`src/rtl/tdc_therm_decoder_if.sv`:
```
// Snapshot-in / measurement-out bundle between the TDC delay line and its thermometer decoder.
interface tdc_therm_decoder_if #(
  parameter int unsigned N_DELAY = 192,
  parameter int unsigned CODE_W  = 8
);
  logic [N_DELAY-1:0] i_result;
  logic               i_sample;
  logic [CODE_W-1:0]  o_code;
  logic               o_polarity;
  logic [CODE_W-1:0]  o_trans;
  logic               o_bubble;
  logic               o_saturated;
  logic               o_valid;
  logic               o_busy;

  modport master (
    output i_result, i_sample,
    input  o_code, o_polarity, o_trans, o_bubble, o_saturated, o_valid, o_busy
  );

  modport slave (
    input  i_result, i_sample,
    output o_code, o_polarity, o_trans, o_bubble, o_saturated, o_valid, o_busy
  );
endinterface

```
`src/rtl/tdc_therm_decoder.sv`:
```
// Captures a TDC delay-line snapshot and scans it CHUNK bits per clock into an edge code,
// start polarity, transition count and bubble/saturation flags.
module tdc_therm_decoder #(
  parameter int unsigned N_DELAY = 192,
  parameter int unsigned CHUNK   = 8,
  parameter int unsigned CODE_W  = 8
) (
  input logic                clk,
  input logic                rst_n,
  tdc_therm_decoder_if.slave bus
);

  localparam int unsigned       NCHUNK   = N_DELAY / CHUNK;
  localparam logic [CODE_W-1:0] LAST_IDX = CODE_W'(NCHUNK - 1);

  localparam logic [0:0] ST_IDLE = 1'b0;
  localparam logic [0:0] ST_SCAN = 1'b1;

  logic [0:0]         state_q;
  logic [N_DELAY-1:0] snap_q;
  logic               pol_q;
  logic               prev_q;
  logic [CODE_W-1:0]  idx_q;
  logic [CODE_W-1:0]  eq_q;
  logic [CODE_W-1:0]  tr_q;

  logic [CODE_W-1:0]  code_q;
  logic               polarity_q;
  logic [CODE_W-1:0]  trans_q;
  logic               bubble_q;
  logic               saturated_q;
  logic               valid_q;

  logic [CHUNK-1:0]   chunk;
  logic [CHUNK-1:0]   eq_bits;
  logic [CHUNK-1:0]   tr_bits;
  logic [CODE_W-1:0]  eq_next;
  logic [CODE_W-1:0]  tr_next;

  function automatic logic [CODE_W-1:0] popcount(input logic [CHUNK-1:0] v);
    logic [CODE_W-1:0] cnt;
    cnt = '0;
    for (int i = 0; i < int'(CHUNK); i++) begin
      cnt = cnt + CODE_W'(v[i]);
    end
    return cnt;
  endfunction

  always_comb begin
    chunk   = snap_q[idx_q*CHUNK +: CHUNK];
    eq_bits = chunk ~^ {CHUNK{pol_q}};
    // Bit 0 compares against the MSB of the previous chunk so boundary edges are counted.
    tr_bits = chunk ^ {chunk[CHUNK-2:0], prev_q};
    eq_next = eq_q + popcount(eq_bits);
    tr_next = tr_q + popcount(tr_bits);
  end

  always_ff @(posedge clk or negedge rst_n) begin
    if (!rst_n) begin
      state_q     <= ST_IDLE;
      snap_q      <= '0;
      pol_q       <= 1'b0;
      prev_q      <= 1'b0;
      idx_q       <= '0;
      eq_q        <= '0;
      tr_q        <= '0;
      code_q      <= '0;
      polarity_q  <= 1'b0;
      trans_q     <= '0;
      bubble_q    <= 1'b0;
      saturated_q <= 1'b0;
      valid_q     <= 1'b0;
    end else begin
      valid_q <= 1'b0;
      if (state_q == ST_IDLE) begin
        if (bus.i_sample) begin
          snap_q  <= bus.i_result;
          pol_q   <= bus.i_result[0];
          prev_q  <= bus.i_result[0];
          idx_q   <= '0;
          eq_q    <= '0;
          tr_q    <= '0;
          state_q <= ST_SCAN;
        end
      end else begin
        eq_q   <= eq_next;
        tr_q   <= tr_next;
        prev_q <= chunk[CHUNK-1];
        idx_q  <= idx_q + 1'b1;
        if (idx_q == LAST_IDX) begin
          code_q      <= eq_next;
          polarity_q  <= pol_q;
          trans_q     <= tr_next;
          bubble_q    <= (tr_next > CODE_W'(1));
          saturated_q <= (tr_next == '0);
          valid_q     <= 1'b1;
          state_q     <= ST_IDLE;
        end
      end
    end
  end

  assign bus.o_code      = code_q;
  assign bus.o_polarity  = polarity_q;
  assign bus.o_trans     = trans_q;
  assign bus.o_bubble    = bubble_q;
  assign bus.o_saturated = saturated_q;
  assign bus.o_valid     = valid_q;
  assign bus.o_busy      = (state_q == ST_SCAN);

endmodule

```
`src/flat_wrapper.sv`:
```
// flat-port wrapper written by rule: the top's interface ports become plain ports
module tdc_therm_decoder_flat 
#(
  parameter int unsigned N_DELAY = 192,
  parameter int unsigned CHUNK   = 8,
  parameter int unsigned CODE_W  = 8
)
  (clk, rst_n, bus_i_result, bus_i_sample, bus_o_code, bus_o_polarity, bus_o_trans, bus_o_bubble, bus_o_saturated, bus_o_valid, bus_o_busy);
  tdc_therm_decoder_if #(.N_DELAY(N_DELAY), .CODE_W(CODE_W)) bus_i ();
  input logic clk;
  input logic rst_n;
  input wire logic [$bits(bus_i.i_result)-1:0] bus_i_result;
  input wire logic [$bits(bus_i.i_sample)-1:0] bus_i_sample;
  output wire logic [$bits(bus_i.o_code)-1:0] bus_o_code;
  output wire logic [$bits(bus_i.o_polarity)-1:0] bus_o_polarity;
  output wire logic [$bits(bus_i.o_trans)-1:0] bus_o_trans;
  output wire logic [$bits(bus_i.o_bubble)-1:0] bus_o_bubble;
  output wire logic [$bits(bus_i.o_saturated)-1:0] bus_o_saturated;
  output wire logic [$bits(bus_i.o_valid)-1:0] bus_o_valid;
  output wire logic [$bits(bus_i.o_busy)-1:0] bus_o_busy;
  assign bus_i.i_result = bus_i_result;
  assign bus_i.i_sample = bus_i_sample;
  assign bus_o_code = bus_i.o_code;
  assign bus_o_polarity = bus_i.o_polarity;
  assign bus_o_trans = bus_i.o_trans;
  assign bus_o_bubble = bus_i.o_bubble;
  assign bus_o_saturated = bus_i.o_saturated;
  assign bus_o_valid = bus_i.o_valid;
  assign bus_o_busy = bus_i.o_busy;
  tdc_therm_decoder #(.N_DELAY(N_DELAY), .CHUNK(CHUNK), .CODE_W(CODE_W)) u_core (.clk(clk), .rst_n(rst_n), .bus(bus_i));
endmodule
```
`config.mk`:
```
export PLATFORM = sky130hd
export DESIGN_NAME = tdc_therm_decoder_flat
export DESIGN_NICKNAME = d
export VERILOG_FILES = /design/src/rtl/tdc_therm_decoder_if.sv /design/src/rtl/tdc_therm_decoder.sv /design/src/flat_wrapper.sv
export SDC_FILE = /design/constraint.sdc
export NUM_CORES = 1
export LEC_CHECK = 0
export CORE_AREA = 2 2 196 140
export DETAILED_ROUTE_END_ITERATION = 12
export DIE_AREA = 0 0 198 142
export GPL_TIMING_DRIVEN = 0
export PLACE_DENSITY = 0.7
export SYNTH_ARGS = -nofsm -noshare
export SYNTH_HDL_FRONTEND = slang
export SYNTH_SLANG_ARGS = --single-unit
```
`constraint.sdc`:
```
create_clock -name clk -period 10.09 [get_ports clk]
set_input_delay 2.018 -clock clk [delete_from_list [all_inputs] [get_ports clk]]
set_output_delay 2.018 -clock clk [all_outputs]
set_load 0.05 [all_outputs]
```
==> impl_metrics.prom <==
# TYPE chip_impl_metric gauge
chip_impl_info{name="outcome",value="finished, final reports clean"} 1
chip_impl_info{name="cts_tree",value="built"} 1
chip_impl_metric{name="min_period",unit="ns"} 6.07
chip_impl_metric{name="final.period_utilization",unit=""} 0.602
chip_impl_metric{name="synth.cell_area",unit="mm²"} 0.0117
chip_impl_metric{name="insertion_delay_of_the_later_clocked_pin_in_the_worst_skew_pair",unit="ns"} 0.52
chip_impl_metric{name="fraction_of_the_core_area_covered_by_cells_at_the_end_of_the_flow",unit=""} 0.575
chip_impl_metric{name="yosys_register_bits",unit=""} 238
chip_impl_metric{name="drc",unit=""} 0
chip_impl_metric{name="via_count",unit=""} 9528
chip_impl_info{name="rsz0062_at_grt",value="no"} 1
chip_impl_metric{name="setup_tns",unit="ns"} 0
chip_impl_metric{name="diodes",unit=""} 0
chip_impl_metric{name="antenna_left",unit=""} 0
chip_impl_metric{name="wl_per_cell",unit="µm"} 18.6
chip_impl_metric{name="maximum_clock_insertion_buffer_count",unit=""} 3
chip_impl_metric{name="gp_routability_congestion",unit=""} 0.922
chip_impl_metric{name="totalWireLength",unit="mm"} 34.6
chip_impl_info{name="cts_root_buf",value="clkbuf_16"} 1
chip_impl_metric{name="sequentialPowerShare",unit=""} 0.300
chip_impl_metric{name="synth_sequential_area_ratio",unit=""} 0.510
chip_impl_metric{name="postSynthNetCount",unit=""} 1465
chip_impl_metric{name="layout.filler_cells",unit=""} 2300
chip_impl_metric{name="critPathRequiredTime",unit="ns"} 10.46
chip_impl_info{name="reg2reg_from",value="u_core.idx_q[0]$_DFFE_PN0P_"} 1
chip_impl_metric{name="tritoncts.num_buffers",unit=""} 24
chip_impl_metric{name="first_global_vias",unit=""} 9580
chip_impl_info{name="crit_type",value="reg2reg"} 1
chip_impl_metric{name="clk_sink_count",unit=""} 238
chip_impl_metric{name="drtIter0Drc",unit=""} 827
chip_impl_metric{name="synthesis.yosys.warnings",unit=""} 0
chip_impl_metric{name="power.share.switching",unit=""} 0.402
chip_impl_metric{name="cellPowerDensity",unit="mW/mm²"} 374
chip_impl_info{name="layout_commonest_cell",value="nand2_1"} 1
chip_impl_metric{name="crit_fanout",unit=""} 10
chip_impl_metric{name="post-place-cells",unit=""} 1817
chip_impl_metric{name="cts_hold_buffers",unit=""} 0
chip_impl_metric{name="fmax",unit="MHz"} 165
chip_impl_metric{name="fp-row-count",unit=""} 50
chip_impl_metric{name="htree_num_levels",unit=""} 1
chip_impl_metric{name="dp.final_hpwl",unit="mm"} 25.6
chip_impl_metric{name="met1_length",unit="mm"} 16.4
chip_impl_metric{name="initial_utilization",unit=""} 0.444
chip_impl_metric{name="top_level_ports",unit=""} 216
chip_impl_metric{name="final_layout_size_suffix_gt1_frac",unit=""} 0.0695
chip_impl_info{name="timing.hold.worst.start",value="u_core.bus.o_polarity$_DFFE_PN0P_"} 1
chip_impl_metric{name="average_cell_area_after_synthesis",unit="µm²"} 9.44
chip_impl_metric{name="synth_cells",unit=""} 1237
chip_impl_metric{name="grt.overflow.total",unit=""} 0
chip_impl_metric{name="cts_resized",unit=""} 0
chip_impl_metric{name="fin_worst_skew",unit="ns"} 0.0157
chip_impl_metric{name="final_worst_setup_slack",unit="ns"} 4.02
chip_impl_metric{name="routed_via_density",unit=""} 5.12
chip_impl_metric{name="core_area",unit="mm²"} 0.0263
chip_impl_metric{name="hold-path-cell-count",unit=""} 2
chip_impl_info{name="ys_dominant_reg_cell",value="dfrtp_1"} 1
chip_impl_metric{name="wl_met3",unit="mm"} 3.20
chip_impl_metric{name="final_max_slew_viol_count",unit=""} 0
chip_impl_metric{name="vdd.ir_drop.worst",unit="mV"} 0.348
chip_impl_metric{name="postSynth.asyncResetShare",unit=""} 1.00
chip_impl_metric{name="max_slew.worst_pin.slew",unit="ns"} 1.21
chip_impl_metric{name="power_report.internal_total",unit="mW"} 3.38
chip_impl_metric{name="setup_viol",unit=""} 0
chip_impl_metric{name="cts_setup_buffers",unit=""} 0
chip_impl_metric{name="cts.reportedPaths.clkPinSlew",unit="ns"} 0.07
chip_impl_metric{name="grt_pass1_wl",unit="mm"} 53.1
chip_impl_info{name="startpoint_type",value="flop"} 1
chip_impl_metric{name="r2r_cells",unit=""} 22
chip_impl_metric{name="max_slew_margin_vs_limit",unit=""} 0.185
chip_impl_metric{name="yosys.cell_types.count",unit=""} 55
chip_impl_metric{name="synth-edff-count",unit=""} 0
chip_impl_metric{name="die-width",unit="µm"} 198
chip_impl_metric{name="initial_antenna_violation_count",unit=""} 0
chip_impl_metric{name="drtPass1Iterations",unit=""} 5
chip_impl_info{name="worst_r2r_endpoint",value="u_core.eq_q[6]$_DFFE_PN0P_"} 1
chip_impl_info{name="layout.cells.most_common_list",value="629 x nand2_1, 238 x dfrtp_1, 213 x clkdlybuf4s50_1"} 1
chip_impl_metric{name="power_frac_clock",unit=""} 0.159
chip_impl_metric{name="nets",unit=""} 1707
chip_impl_metric{name="grt_usage",unit=""} 0.250
chip_impl_metric{name="worst-r2r-setup-slack",unit="ns"} 4.02
chip_impl_metric{name="grt_max_degree",unit=""} 119
chip_impl_metric{name="post-place-ws",unit="ns"} 4.05
chip_impl_info{name="hold_path.class",value="reg2reg"} 1
chip_impl_info{name="hold-path-endpoint",value="u_core.bus.o_polarity$_DFFE_PN0P_"} 1
chip_impl_metric{name="cellLeakagePower",unit="nW"} 7.35
chip_impl_metric{name="io_buffer_count",unit=""} 214
chip_impl_metric{name="max-cap-violations",unit=""} 0
chip_impl_metric{name="die_area",unit="mm²"} 0.0281
chip_impl_metric{name="proportion_of_power_drawn_by_combinational_gates",unit=""} 0.541
chip_impl_metric{name="p_switching",unit="mW"} 2.28
chip_impl_metric{name="timing.critical_path.arrival",unit="ns"} 6.44
chip_impl_metric{name="fin_cells",unit=""} 1860
chip_impl_info{name="end_kind",value="flop"} 1
chip_impl_metric{name="dr_wl_met2",unit="mm"} 14.3
chip_impl_metric{name="synthToLayoutAreaGrowth",unit="%"} 29.7
chip_impl_metric{name="final_hold_viol_count",unit=""} 0
chip_impl_metric{name="die_h",unit="µm"} 142
chip_impl_info{name="top_layer_used",value="met4"} 1
-- registers in the layout, summed over array words and instances, names as in the netlist, 8 cells and up --
register,count
u_core.snap_q,192
u_core.idx_q,8
u_core.bus.o_code,8
u_core.eq_q,8
u_core.tr_q,8
u_core.bus.o_trans,8
-- how the worst max path moves through the flow --
stage	cells past startpoint	endpoint	from
CTS	22	u_core.eq_q[6]$_DFFE_PN0P_	u_core.idx_q[0]$_DFFE_PN0P_
detailed placement	22	u_core.eq_q[6]$_DFFE_PN0P_	u_core.idx_q[0]$_DFFE_PN0P_
floorplan	22	u_core.eq_q[6]$_DFFE_PN0P_	u_core.idx_q[0]$_DFFE_PN0P_
global placement	1	u_core.snap_q[170]$_DFFE_PN0P_	rst_n
global route	22	u_core.eq_q[6]$_DFFE_PN0P_	u_core.idx_q[0]$_DFFE_PN0P_
finish	22	u_core.eq_q[6]$_DFFE_PN0P_	u_core.idx_q[0]$_DFFE_PN0P_
-- area by class of cell --
type                       count  area (µm²)  share of cell area
tap                          364         455              0.0301
sequential                   238        5960               0.393
clock buffer                  40         792              0.0523
multi-input combinational    913        5290               0.349
inverter                      14        52.6             0.00347
timing repair buffer         216        2200               0.145
clock inverter                 3        15.0            0.000991
buffer                        72         383              0.0253
-- metrics by stage --
step | hold WS [ns] | cell area [µm²] | power, mW
2_1_floorplan | 0.437 | 11700 | 3.88
3_3_place_gp | 0.451 | 14300 | 4.63
3_5_place_dp | 0.457 | 14300 | 4.76
4_1_cts | 0.469 | 15100 | 5.68
5_1_grt | 0.487 | 15100 | 6.11
6_report | 0.466 | 15100 | 5.66
-- kinds of logic (layout without fill, tap and decap cells) --
family | after synthesis | in the layout | synth area share
DFF | 238 | 238 | 0.510
buffers and inverters | 86 | 345 | 0.0373
adders and majority gates | 33 | 33 | 0.0405
muxes | 74 | 74 | 0.112
and+or+nand+nor | 687 | 687 | 0.227
AOI/OAI and AO/OA | 90 | 90 | 0.0509
xor gates and xnor gates | 29 | 29 | 0.0217
-- power by group through the flow --
stage,Sequential (mW),Combinational (mW),Clock [mW]
floorplan,1.69,2.18,0
global placement,1.69,2.94,0
detailed placement,1.70,3.06,0
CTS,1.69,3.07,0.912
global route,1.75,3.41,0.951
finish,1.70,3.06,0.899
-- cell usage after synthesis (3+ instances only) --
cell	count	share of area
a211oi_1	3	0.0019
a21o_1	3	0.0019
a21oi_1	13	0.0056
a21oi_2	4	0.0030
a22o_1	8	0.0060
a22oi_1	8	0.0051
a31oi_1	3	0.0016
buf_1	3	0.00096
buf_2	7	0.0030
buf_4	3	0.0019
buf_6	8	0.0077
clkbuf_1	49	0.016
dfrtp_1	238	0.51
fa_1	8	0.014
ha_1	25	0.027
inv_1	14	0.0045
mux2_2	6	0.0058
mux2i_1	27	0.023
mux4_1	13	0.029
mux4_2	27	0.052
nand2_1	629	0.20
nand2b_1	3	0.0016
nand3_1	8	0.0034
nor2_1	27	0.0087
nor2b_1	5	0.0027
o211ai_1	3	0.0019
o21ai_0	25	0.011
o21ai_1	4	0.0017
o31ai_1	5	0.0032
xnor2_1	17	0.013
xor2_1	12	0.0090
-- worst max-delay path, stage by stage (launching register included) --
cell and delay (ns):
dfrtp_1 0.40, buf_6 0.17, buf_12 0.16, buf_12 0.18
mux4_1 0.56, mux2i_1 0.27, o221ai_1 0.28, nand2_1 0.15
xor2_1 0.16, ha_1 0.26, fa_1 0.55, inv_1 0.06
fa_1 0.50, fa_1 0.55, inv_1 0.04, ha_1 0.22
fa_1 0.40, a21o_1 0.17, a21oi_1 0.24, nor2b_1 0.08
o21ai_0 0.19, xor2_1 0.21, o22ai_1 0.10
-- per-layer routing --
metal | vias to the layer above | track usage
met1 | 4571 | 0.380
met3 | 58 | 0.0664
li1 | 4520 | -
met2 | 379 | 0.360
met4 | 0 | 0.0503
met5 | - | 0
No activity file was read; power rests on OpenSTA's default activity.
